**config.mk**
```make
export PLATFORM = sky130hd
export DESIGN_NAME = local_inject_arb_flat
export DESIGN_NICKNAME = d
export VERILOG_FILES = /design/src/rtl/local_inject_arb_if.sv /design/src/rtl/local_inject_arb.sv /design/src/flat_wrapper.sv
export SDC_FILE = /design/constraint.sdc
export NUM_CORES = 1
export LEC_CHECK = 0
export BUFFER_PORTS_ARGS = -buffer_cell sky130_fd_sc_hd__buf_4
export CAP_MARGIN = 20
export CELL_PAD_IN_SITES_DETAIL_PLACEMENT = 0
export CELL_PAD_IN_SITES_GLOBAL_PLACEMENT = 2
export CORE_MARGIN = 2
export CORE_UTILIZATION = 26
export CTS_BUF_LIST = sky130_fd_sc_hd__clkbuf_4
export CTS_CLUSTER_SIZE = 28
export DETAILED_ROUTE_END_ITERATION = 10
export PLACE_DENSITY = 0.86
export SLEW_MARGIN = 20
export SYNTH_ARGS = -nofsm -noshare
export SYNTH_HDL_FRONTEND = slang
export SYNTH_SLANG_ARGS = --single-unit
```
**constraint.sdc**
```tcl
create_clock -name clk -period 2.4 [get_ports clk]
set_input_delay 0.48 -clock clk [delete_from_list [all_inputs] [get_ports clk]]
set_output_delay 0.48 -clock clk [all_outputs]
set_load 0.02 [all_outputs]
```
**src/rtl/local_inject_arb_if.sv**
```systemverilog
// Bundles the PE-side request/packet lanes and the router local-port handshake.
interface local_inject_arb_if #(
  parameter int N         = 4,
  parameter int dataWidth = 32
);
  logic [N-1:0]           ReqUp;
  logic [N*dataWidth-1:0] PacketIn;
  logic [N-1:0]           GntUp;
  logic [N-1:0]           UpFull;
  logic                   ReqDnStr;
  logic                   GntDnStr;
  logic                   DnStrFull;
  logic [dataWidth-1:0]   PacketOut;
  logic [15:0]            PktCount;
  logic                   TimeoutErr;

  modport slave (
    input  ReqUp, PacketIn, GntDnStr, DnStrFull,
    output GntUp, UpFull, ReqDnStr, PacketOut, PktCount, TimeoutErr
  );

  modport master (
    output ReqUp, PacketIn, GntDnStr, DnStrFull,
    input  GntUp, UpFull, ReqDnStr, PacketOut, PktCount, TimeoutErr
  );
endinterface

```
**src/rtl/local_inject_arb.sv**
```systemverilog
// Round-robin arbiter funnelling N PE packets into one router local port.
// Grant/packet latch one edge after request; holds the packet until the router grants.
module local_inject_arb #(
  parameter int N         = 4,
  parameter int dataWidth = 32,
  parameter int TIMEOUT   = 255
) (
  input logic                clk,
  input logic                rst,
  local_inject_arb_if.slave  bus
);
  localparam int LW = (N > 1) ? $clog2(N) : 1;
  localparam logic [7:0] TO = 8'(TIMEOUT);

  typedef enum logic {IDLE, WAIT_GNT} state_t;

  state_t               state_q, state_d;
  logic [LW-1:0]        last_q;
  logic [N-1:0]         gnt_q;
  logic                 req_dn_q;
  logic [dataWidth-1:0] pkt_q;
  logic [15:0]          pkt_count_q;
  logic [7:0]           wait_cnt_q;
  logic                 err_q;

  logic [LW-1:0]        win;
  logic [LW-1:0]        idx;
  logic                 found;
  logic                 accept;
  logic                 done;

  // Search upward from the slot after the last winner so it ends up last.
  always_comb begin
    win   = last_q;
    idx   = '0;
    found = 1'b0;
    for (int k = 1; k <= N; k++) begin
      idx = LW'((int'(last_q) + k) % N);
      if (!found && bus.ReqUp[idx]) begin
        found = 1'b1;
        win   = idx;
      end
    end
  end

  always_comb begin
    state_d = state_q;
    accept  = 1'b0;
    done    = 1'b0;
    case (state_q)
      IDLE: begin
        if (found && !bus.DnStrFull) begin
          accept  = 1'b1;
          state_d = WAIT_GNT;
        end
      end
      WAIT_GNT: begin
        if (bus.GntDnStr) begin
          done    = 1'b1;
          state_d = IDLE;
        end
      end
      default: state_d = IDLE;
    endcase
  end

  always_ff @(posedge clk) begin
    if (rst) begin
      state_q     <= IDLE;
      last_q      <= LW'(N - 1);
      gnt_q       <= '0;
      req_dn_q    <= 1'b0;
      pkt_q       <= '0;
      pkt_count_q <= '0;
      wait_cnt_q  <= '0;
      err_q       <= 1'b0;
    end else begin
      state_q <= state_d;
      gnt_q   <= accept ? (N'(1) << win) : '0;
      if (accept) begin
        pkt_q      <= bus.PacketIn[int'(win)*dataWidth +: dataWidth];
        last_q     <= win;
        req_dn_q   <= 1'b1;
        wait_cnt_q <= '0;
      end else if (done) begin
        req_dn_q    <= 1'b0;
        pkt_count_q <= pkt_count_q + 16'd1;
        wait_cnt_q  <= '0;
      end else if (state_q == WAIT_GNT) begin
        // A same-cycle router grant takes the done branch, so the flag never races it.
        if (wait_cnt_q != TO)
          wait_cnt_q <= wait_cnt_q + 8'd1;
        if (wait_cnt_q + 8'd1 == TO || wait_cnt_q == TO)
          err_q <= 1'b1;
      end
    end
  end

  assign bus.GntUp      = gnt_q;
  assign bus.UpFull     = {N{bus.DnStrFull}};
  assign bus.ReqDnStr   = req_dn_q;
  assign bus.PacketOut  = pkt_q;
  assign bus.PktCount   = pkt_count_q;
  assign bus.TimeoutErr = err_q;
endmodule

```
**src/flat_wrapper.sv**
```systemverilog
// flat-port wrapper written by rule: the top's interface ports become plain ports
module local_inject_arb_flat 
#(
  parameter int N         = 4,
  parameter int dataWidth = 32,
  parameter int TIMEOUT   = 255
)
  (clk, rst, bus_ReqUp, bus_PacketIn, bus_GntDnStr, bus_DnStrFull, bus_GntUp, bus_UpFull, bus_ReqDnStr, bus_PacketOut, bus_PktCount, bus_TimeoutErr);
  local_inject_arb_if #(.N(N), .dataWidth(dataWidth)) bus_i ();
  input logic clk;
  input logic rst;
  input wire logic [$bits(bus_i.ReqUp)-1:0] bus_ReqUp;
  input wire logic [$bits(bus_i.PacketIn)-1:0] bus_PacketIn;
  input wire logic [$bits(bus_i.GntDnStr)-1:0] bus_GntDnStr;
  input wire logic [$bits(bus_i.DnStrFull)-1:0] bus_DnStrFull;
  output wire logic [$bits(bus_i.GntUp)-1:0] bus_GntUp;
  output wire logic [$bits(bus_i.UpFull)-1:0] bus_UpFull;
  output wire logic [$bits(bus_i.ReqDnStr)-1:0] bus_ReqDnStr;
  output wire logic [$bits(bus_i.PacketOut)-1:0] bus_PacketOut;
  output wire logic [$bits(bus_i.PktCount)-1:0] bus_PktCount;
  output wire logic [$bits(bus_i.TimeoutErr)-1:0] bus_TimeoutErr;
  assign bus_i.ReqUp = bus_ReqUp;
  assign bus_i.PacketIn = bus_PacketIn;
  assign bus_i.GntDnStr = bus_GntDnStr;
  assign bus_i.DnStrFull = bus_DnStrFull;
  assign bus_GntUp = bus_i.GntUp;
  assign bus_UpFull = bus_i.UpFull;
  assign bus_ReqDnStr = bus_i.ReqDnStr;
  assign bus_PacketOut = bus_i.PacketOut;
  assign bus_PktCount = bus_i.PktCount;
  assign bus_TimeoutErr = bus_i.TimeoutErr;
  local_inject_arb #(.N(N), .dataWidth(dataWidth), .TIMEOUT(TIMEOUT)) u_core (.clk(clk), .rst(rst), .bus(bus_i));
endmodule
```
==> impl_table.tex, run 1 <==
\begin{tabular}{lr}
\hline
Metric & Value \\
\hline
\multicolumn{2}{l}{\textbf{Global route}} \\
Global route total overflow & 0 \\
Largest net degree at the start of global routing & 34 \\
Wire length of the first global-routing pass & around 22000 microns \\
Total GRT Usage & approximately 18\% \\
Initial antenna violation count & 1 \\
Via count of the first global-routing pass & 4147 \\
\multicolumn{2}{l}{\textbf{Run status}} \\
Result of the run & finished clean \\
\multicolumn{2}{l}{\textbf{Synth}} \\
Cell Area, Synth & between 3000 and 4000 sq um \\
Top FF cell, synth & sky130\_fd\_sc\_hd\_\_dfxtp\_1 \\
Count of flip-flops with a built-in enable after synthesis & 0 \\
Unique cell type count in the Yosys netlist & 39 \\
Number of synthesized register bits & 65 \\
Most area-consuming cells after synthesis & sky130\_fd\_sc\_hd\_\_dfxtp\_1 (34\%), sky130\_fd\_sc\_hd\_\_o211ai\_2 (9.0\%), sky130\_fd\_sc\_hd\_\_mux2i\_1 (8.8\%) \\
Top cell type's share of synthesized area & between 30 and 40\% \\
Yosys warning count & 0 \\
Share of flip-flops with an asynchronous set or reset & 0\% \\
Portion of the post-synthesis area used by sequential elements & roughly 34\% \\
Count of mapped cells out of synthesis & between 400 and 500 \\
Syn\_nets & $\sim$590 \\
Cell type contributing the most total cell area after synthesis & sky130\_fd\_sc\_hd\_\_dfxtp\_1 \\
Average cell area after synthesis & around 8.7 sq um \\
\multicolumn{2}{l}{\textbf{Floorplanning}} \\
Top-level I/O count & about 190 \\
Die outline width & approximately 130 microns \\
Std cell rows & 44 \\
Starting Density & 26.7\% \\
Area of the die & $\sim$16000 sq um \\
Placeable Area & around 15000 sq um \\
Die height & approximately 130 microns \\
\multicolumn{2}{l}{\textbf{Drt}} \\
Post-route antenna net violation count & 0 \\
Starting DRC count in detailed routing & roughly 220 \\
Routed len/inst & 17.3 microns \\
Final routed wirelength across all metal layers & 14100 microns \\
Number of vias after detailed routing & 4156 \\
Average vias per placed instance & a little over 5 \\
DRC violation count after routing & 0 \\
DRT Pass-1 Iters & 4 \\
\multicolumn{2}{l}{\textbf{STA}} \\
Worst slew margin relative to its limit & a little over two thirds \\
Number of setup violations in the final report & 0 \\
Setup repair after global routing missed its margin & no \\
Setup total negative slack & 0 ps \\
Hold Vio Cnt, Final & 0 \\
Slew @ Worst Pin & 437 ps \\
Worst Skew & 12.7 ps \\
Post-route setup slack & 159 ps \\
Post-layout minimum cycle time & 2240 ps \\
Max-slew violation count & 0 \\
Achievable Freq & $\sim$450 MHz \\
Final period util & between 90\% and 100\% \\
\multicolumn{2}{l}{\textbf{Worst hold path}} \\
Type of the most critical hold path & input port to flip-flop \\
\multicolumn{2}{l}{\textbf{Finish}} \\
Storage cell area & 1300 sq um \\
Number of nets in the finished design & between 700 and 800 \\
Area occupied by multi-input gates & between 2000 and 2500 sq um \\
Area growth from synthesis to layout & 47.5\% \\
Number of fill cells in the layout & $\sim$1500 \\
Layout cells sized above 1 & between 40\% and 50\% \\
\multicolumn{2}{l}{\textbf{Clock network}} \\
Post-CTS sizing & 0 \\
Postcts setup bufs & 0 \\
TritonCTS buffer count & 9 \\
Number of clock sinks & between 60 and 70 \\
Clock tree from TritonCTS & yes \\
Number of buffers inserted for hold repair after clock tree synthesis & 0 \\
Maximum level of the CTS H-tree & 3 \\
Clk slew on worst S/H paths & between 100 and 150 ps \\
Root cell of the clock tree & sky130\_fd\_sc\_hd\_\_clkbuf\_4 \\
Maximum count of clock buffers along a single path & 2 \\
Skew-Pair Late Insertion Delay & 450 ps \\
\multicolumn{2}{l}{\textbf{Placement}} \\
Detailed placer's ending HPWL & roughly 10000 microns \\
RD Place Congestion & approximately 0.8 \\
Pre-CTS setup slack & slightly below 80 ps \\
Buffers on Ports & 193 \\
\multicolumn{2}{l}{\textbf{Worst setup path}} \\
Critical path data arrival time & 2600 ps \\
Worst setup path category & flip-flop to flip-flop \\
Worst Path Required & roughly 2800 ps \\
Critical path peak fanout & 14 \\
Capturing element type of the critical path & flip-flop \\
Startpoint type of the worst setup path & flip-flop \\
\multicolumn{2}{l}{\textbf{Power and ir drop}} \\
Static leakage power & 2.60 nW \\
Total power after layout & 2.91 mW \\
Pwr/cell area & between 500 and 600 nW/um\^{}2 \\
Peak supply drop & 0.000219 V \\
\multicolumn{2}{l}{\textbf{Job}} \\
Max-cap violation count & 0 \\
\hline
\end{tabular}
-- per-layer routing --
metal / up-vias / global-route usage, % / part of all wire, % / routed length, microns
met4: 0 / 3.30 / 1.1 / 155
li1: 2019 / - / - / -
met5: - / 0 / 0 / 0
met1: 1947 / 22.5 / 42 / 5990
met3: 13 / 6.58 / 8.6 / 1220
met2: 177 / 29.4 / 48 / 6770
-- placed cells by master (no fill, tap or decap), types with 6 or more instances in the layout --
cell                       count
sky130_fd_sc_hd__xor2_1        8
sky130_fd_sc_hd__nand4_1      35
sky130_fd_sc_hd__buf_4       207
sky130_fd_sc_hd__nand3_1      12
sky130_fd_sc_hd__xnor2_1      10
sky130_fd_sc_hd__o31ai_1      33
sky130_fd_sc_hd__mux2i_1      34
sky130_fd_sc_hd__clkbuf_4     11
sky130_fd_sc_hd__nand2_1      47
sky130_fd_sc_hd__dfxtp_1      65
sky130_fd_sc_hd__a21o_1       34
sky130_fd_sc_hd__or3_1         6
sky130_fd_sc_hd__nor3_1        6
sky130_fd_sc_hd__nor2_1       30
sky130_fd_sc_hd__inv_1         6
sky130_fd_sc_hd__a21oi_1       8
sky130_fd_sc_hd__o21ai_0       6
sky130_fd_sc_hd__o211ai_2     28
sky130_fd_sc_hd__o211ai_1      6
-- flip-flops by register name, summed over array words and instances (netlist names) --
name and cells:
u_core.bus.PacketOut 32, u_core.wait_cnt_q 8, u_core.bus.ReqDnStr 1, u_core.last_q 2
u_core.bus.TimeoutErr 1, u_core.bus.GntUp 4, u_core.bus.PktCount 16, u_core.state_q 1
-- cell type report --
cell class / instances / area share, %
inverter: 6 / 0.394
multi-input combinational: 336 / 42.0
timing repair buffer: 211 / 28.6
clock buffer: 11 / 1.44
clock inverter: 5 / 0.809
sequential: 65 / 22.7
antenna: 1 / 0.0437
tap: 184 / 4.02
-- critical path, stage by stage, from the launching register on --
cell,delay [ps]
sky130_fd_sc_hd__dfxtp_1,480
sky130_fd_sc_hd__nand2_2,130
sky130_fd_sc_hd__and3b_1,240
sky130_fd_sc_hd__or3_1,410
sky130_fd_sc_hd__or3_2,540
sky130_fd_sc_hd__buf_12,190
sky130_fd_sc_hd__o211ai_1,180
-- Yosys cell counts, types with 2 or more instances --
library cell and count:
sky130_fd_sc_hd__nand3_1 12, sky130_fd_sc_hd__nor3_1 7, sky130_fd_sc_hd__ha_1 3, sky130_fd_sc_hd__a21o_1 34
sky130_fd_sc_hd__buf_1 2, sky130_fd_sc_hd__nand4_1 35, sky130_fd_sc_hd__buf_2 4, sky130_fd_sc_hd__clkbuf_1 26
sky130_fd_sc_hd__nand2b_1 4, sky130_fd_sc_hd__nor2_1 31, sky130_fd_sc_hd__and4_1 3, sky130_fd_sc_hd__o211ai_2 28
sky130_fd_sc_hd__o31ai_1 33, sky130_fd_sc_hd__or3_1 7, sky130_fd_sc_hd__buf_6 4, sky130_fd_sc_hd__a21oi_1 10
sky130_fd_sc_hd__xor2_1 8, sky130_fd_sc_hd__and3_1 2, sky130_fd_sc_hd__dfxtp_1 65, sky130_fd_sc_hd__a211oi_1 2
sky130_fd_sc_hd__mux2i_1 34, sky130_fd_sc_hd__xnor2_1 10, sky130_fd_sc_hd__o21ai_0 6, sky130_fd_sc_hd__nand2_1 47
sky130_fd_sc_hd__o211ai_1 6, sky130_fd_sc_hd__buf_4 4, sky130_fd_sc_hd__inv_1 6, sky130_fd_sc_hd__a31oi_1 2
sky130_fd_sc_hd__nor2b_1 2
-- path summary, 6_finish.rpt --
| path | slack (ps) | cells past startpoint | endpoint | startpoint |
|---|---|---|---|---|
| min | 330 | 3 | u_core.bus.PacketOut[30] | bus_PacketIn[126] |
| min reg2reg | 480 | 2 | u_core.bus.PacketOut[28] | u_core.bus.PacketOut[28] |
| max | 160 | 6 | u_core.bus.PacketOut[2] | u_core.last_q[1] |
| max reg2reg | 160 | 6 | u_core.bus.PacketOut[2] | u_core.last_q[1] |
-- power by group --
group	total (mW)	switching [mW]	internal [mW]
logic	0.951	0.495	0.455
registers	1.21	0.0545	1.16
clock network	0.744	0.414	0.330
-- per-stage QoR --
stage	instances	hold slack, ps	utilization, %	cell area (sq um)
final	819	329	39.4	5720
after global routing	819	281	39.4	5720
after CTS	818	276	39.3	5720
after detailed placement	802	454	38.5	5590
after global placement	802	452	38.5	5590
after floorplan	447	476	-	3880
-- cells by family after synthesis --
| kind of cell | after synthesis | share of synthesized area, % |
|---|---|---|
| multiplexers | 34 | 8.77 |
| adder cells (fa/ha/maj) | 3 | 0.968 |
| buffers and inverters | 46 | 5.74 |
| AO/OA/AOI/OAI | 127 | 27.4 |
| AND/OR/NAND/NOR | 154 | 19.5 |
| flip-flops | 65 | 33.5 |
| XOR/XNOR | 18 | 4.06 |
Power figures use the tool's default switching activity.
==> run 2, diff against run 1 <==
--- a/config.mk
+++ b/config.mk
@@ -10,11 +10,10 @@
 export CELL_PAD_IN_SITES_DETAIL_PLACEMENT = 0
 export CELL_PAD_IN_SITES_GLOBAL_PLACEMENT = 2
 export CORE_MARGIN = 2
-export CORE_UTILIZATION = 26
-export CTS_BUF_LIST = sky130_fd_sc_hd__clkbuf_4
+export CORE_UTILIZATION = 25
 export CTS_CLUSTER_SIZE = 28
 export DETAILED_ROUTE_END_ITERATION = 10
-export PLACE_DENSITY = 0.86
+export PLACE_DENSITY = 0.83
 export SLEW_MARGIN = 20
 export SYNTH_ARGS = -nofsm -noshare
 export SYNTH_HDL_FRONTEND = slang
==> impl_table.tex, run 2 (same netlist as run 1, synthesis figures left out) <==
\begin{tabular}{lr}
\hline
Metric & Value \\
\hline
\multicolumn{2}{l}{\textbf{Finish}} \\
Number of nets in the finished design & about 760 \\
Antenna diode instance count & 0 \\
Number of flip-flops under the largest register name & 32 \\
Top library cells by usage in the layout, fill and taps aside & sky130\_fd\_sc\_hd\_\_buf\_4 (202), sky130\_fd\_sc\_hd\_\_dfxtp\_1 (65), sky130\_fd\_sc\_hd\_\_nand2\_1 (47), sky130\_fd\_sc\_hd\_\_nand4\_1 (35) \\
Area growth from synthesis to layout & 50.3\% \\
Commonest non-fill, non-tap cell in the layout & sky130\_fd\_sc\_hd\_\_buf\_4 \\
Layout Cells excl Fill & approximately 800 \\
Layout cells sized above 1 & roughly 40\% \\
Final Util & a little under two fifths \\
\multicolumn{2}{l}{\textbf{Clock network}} \\
Skew-Pair Late Insertion Delay & between 300 and 400 ps \\
Maximum level of the CTS H-tree & 3 \\
Root cell of the clock tree & sky130\_fd\_sc\_hd\_\_clkbuf\_16 \\
Postcts setup bufs & 0 \\
Number of clock sinks & 65 \\
Post-CTS sizing & 0 \\
Clock tree from TritonCTS & yes \\
Number of buffers inserted for hold repair after clock tree synthesis & 0 \\
Clk slew on worst S/H paths & approximately 50 ps \\
Maximum count of clock buffers along a single path & 2 \\
TritonCTS buffer count & 9 \\
\multicolumn{2}{l}{\textbf{Worst setup path}} \\
Worst setup path category & flip-flop to flip-flop \\
Critical path peak fanout & 28 \\
Critical-path top delay cell & sky130\_fd\_sc\_hd\_\_or3\_2 \\
Critical Path, Cell by Cell & nand2\_2, and3b\_1, or3\_1, or3\_2, buf\_12, o211ai\_2 \\
Worst Path Required & roughly 2700 ps \\
Critical path data arrival time & around 2500 ps \\
Capturing element type of the critical path & flip-flop \\
CP max stage delay & $\sim$510 ps \\
Startpoint type of the worst setup path & flip-flop \\
\multicolumn{2}{l}{\textbf{Placement}} \\
RD Place Congestion & approximately 0.85 \\
Buffers on Ports & roughly 190 \\
Placed insts & 800 \\
Detailed placer's ending HPWL & 10400 microns \\
\multicolumn{2}{l}{\textbf{Floorplanning}} \\
Top-level I/O count & 194 \\
Starting Density & between 20\% and 30\% \\
Placeable Area & about 15000 sq um \\
Die outline width & around 130 microns \\
Die height & between 100 and 150 microns \\
Area of the die & approximately 17000 sq um \\
Std cell rows & between 40 and 50 \\
\multicolumn{2}{l}{\textbf{Global route}} \\
Total GRT Usage & 17.4\% \\
Global route total overflow & 0 \\
Initial antenna violation count & 0 \\
Largest net degree at the start of global routing & 35 \\
Via count of the first global-routing pass & between 4000 and 5000 \\
Wire length of the first global-routing pass & 22400 microns \\
\multicolumn{2}{l}{\textbf{Worst hold path}} \\
Type of the most critical hold path & input port to flip-flop \\
\multicolumn{2}{l}{\textbf{STA}} \\
WHS & about 440 ps \\
Setup total negative slack & 0 ps \\
Hold Vio Cnt, Final & 0 \\
Slew @ Worst Pin & 668 ps \\
Worst Skew & about 5.5 ps \\
Worst slew margin relative to its limit & between 50\% and 60\% \\
Final period util & 91.9\% \\
Number of setup violations in the final report & 0 \\
Post-layout minimum cycle time & approximately 2200 ps \\
Achievable Freq & about 450 MHz \\
Setup repair after global routing missed its margin & no \\
Max-slew violation count & 0 \\
\multicolumn{2}{l}{\textbf{Drt}} \\
Number of vias after detailed routing & 4132 \\
DRC violation count after routing & 0 \\
DRT Pass-1 Iters & 4 \\
Average vias per placed instance & roughly 5.1 \\
Post-route antenna net violation count & 0 \\
Final routed wirelength across all metal layers & 14400 microns \\
Routed len/inst & 17.6 microns \\
Starting DRC count in detailed routing & around 150 \\
\multicolumn{2}{l}{\textbf{Power and ir drop}} \\
Total power after layout & 3.47 mW \\
Int Power & $\sim$2.5 mW \\
Sequential share of power & a little over a third \\
Static leakage power & $\sim$2.6 nW \\
Clock group share of total power & between 30\% and 40\% \\
Switching power share of the total & 29.4\% \\
Peak supply drop & approximately 0.00034 V \\
Net switching power & between 1 and 1.5 mW \\
Pwr/cell area & $\sim$600 nW/um\^{}2 \\
Comb power frac & 26.6\% \\
\multicolumn{2}{l}{\textbf{Job}} \\
Max-cap violation count & 0 \\
\multicolumn{2}{l}{\textbf{Run status}} \\
Result of the run & finished clean \\
\hline
\end{tabular}
## run 2: critical path: cells and delay by family, from the launching register on
kind | cells | cell delay, ps
buf+inv | 1 | 210
simple gates | 4 | 1260
compound gates | 1 | 180
flops | 1 | 460
## run 2: per-stage QoR
step	cell area, sq um	setup slack (ps)
5_1_grt	5830	51.0
2_1_floorplan	3880	462
4_1_cts	5830	200
3_3_place_gp	5530	97.4
6_report	5830	195
3_5_place_dp	5530	74.6
## run 2: metal layers
layer  part of all wire, %  track usage [%]  vias to the layer above
met4                   2.4             7.03                        0
met1                    41             21.1                     1919
met2                    48             28.6                      179
met3                   8.7             5.61                       23
met5                     0                0                        -
li1                      -                -                     2011
## run 2: worst paths after layout
check,slack (ps),end,cells after the start,from
worst max-delay path,200,u_core.bus.PacketOut[19],6,u_core.last_q[1]
worst min-delay path,440,u_core.bus.PacketOut[4],3,bus_PacketIn[100]
worst min register to register,460,u_core.bus.ReqDnStr,2,u_core.bus.ReqDnStr
worst max register to register,200,u_core.bus.PacketOut[19],6,u_core.last_q[1]
## run 2: final cells by class
class | count | area (sq um)
clock buffer | 12 | 256
clock inverter | 3 | 40.0
fill | 1559 | 9370
inverter | 6 | 22.5
multi-input combinational | 336 | 2400
sequential | 65 | 1300
tap | 188 | 235
timing repair buffer | 205 | 1580
## run 2: power by group through the flow
stage          Clock, mW  Combinational [mW]  Sequential (mW)
2_1_floorplan          0               0.423             1.31
3_3_place_gp           0               0.922             1.24
3_5_place_dp           0               0.932             1.24
4_1_cts             1.37               0.934             1.22
5_1_grt             1.43                1.00             1.23
6_report            1.33               0.923             1.22
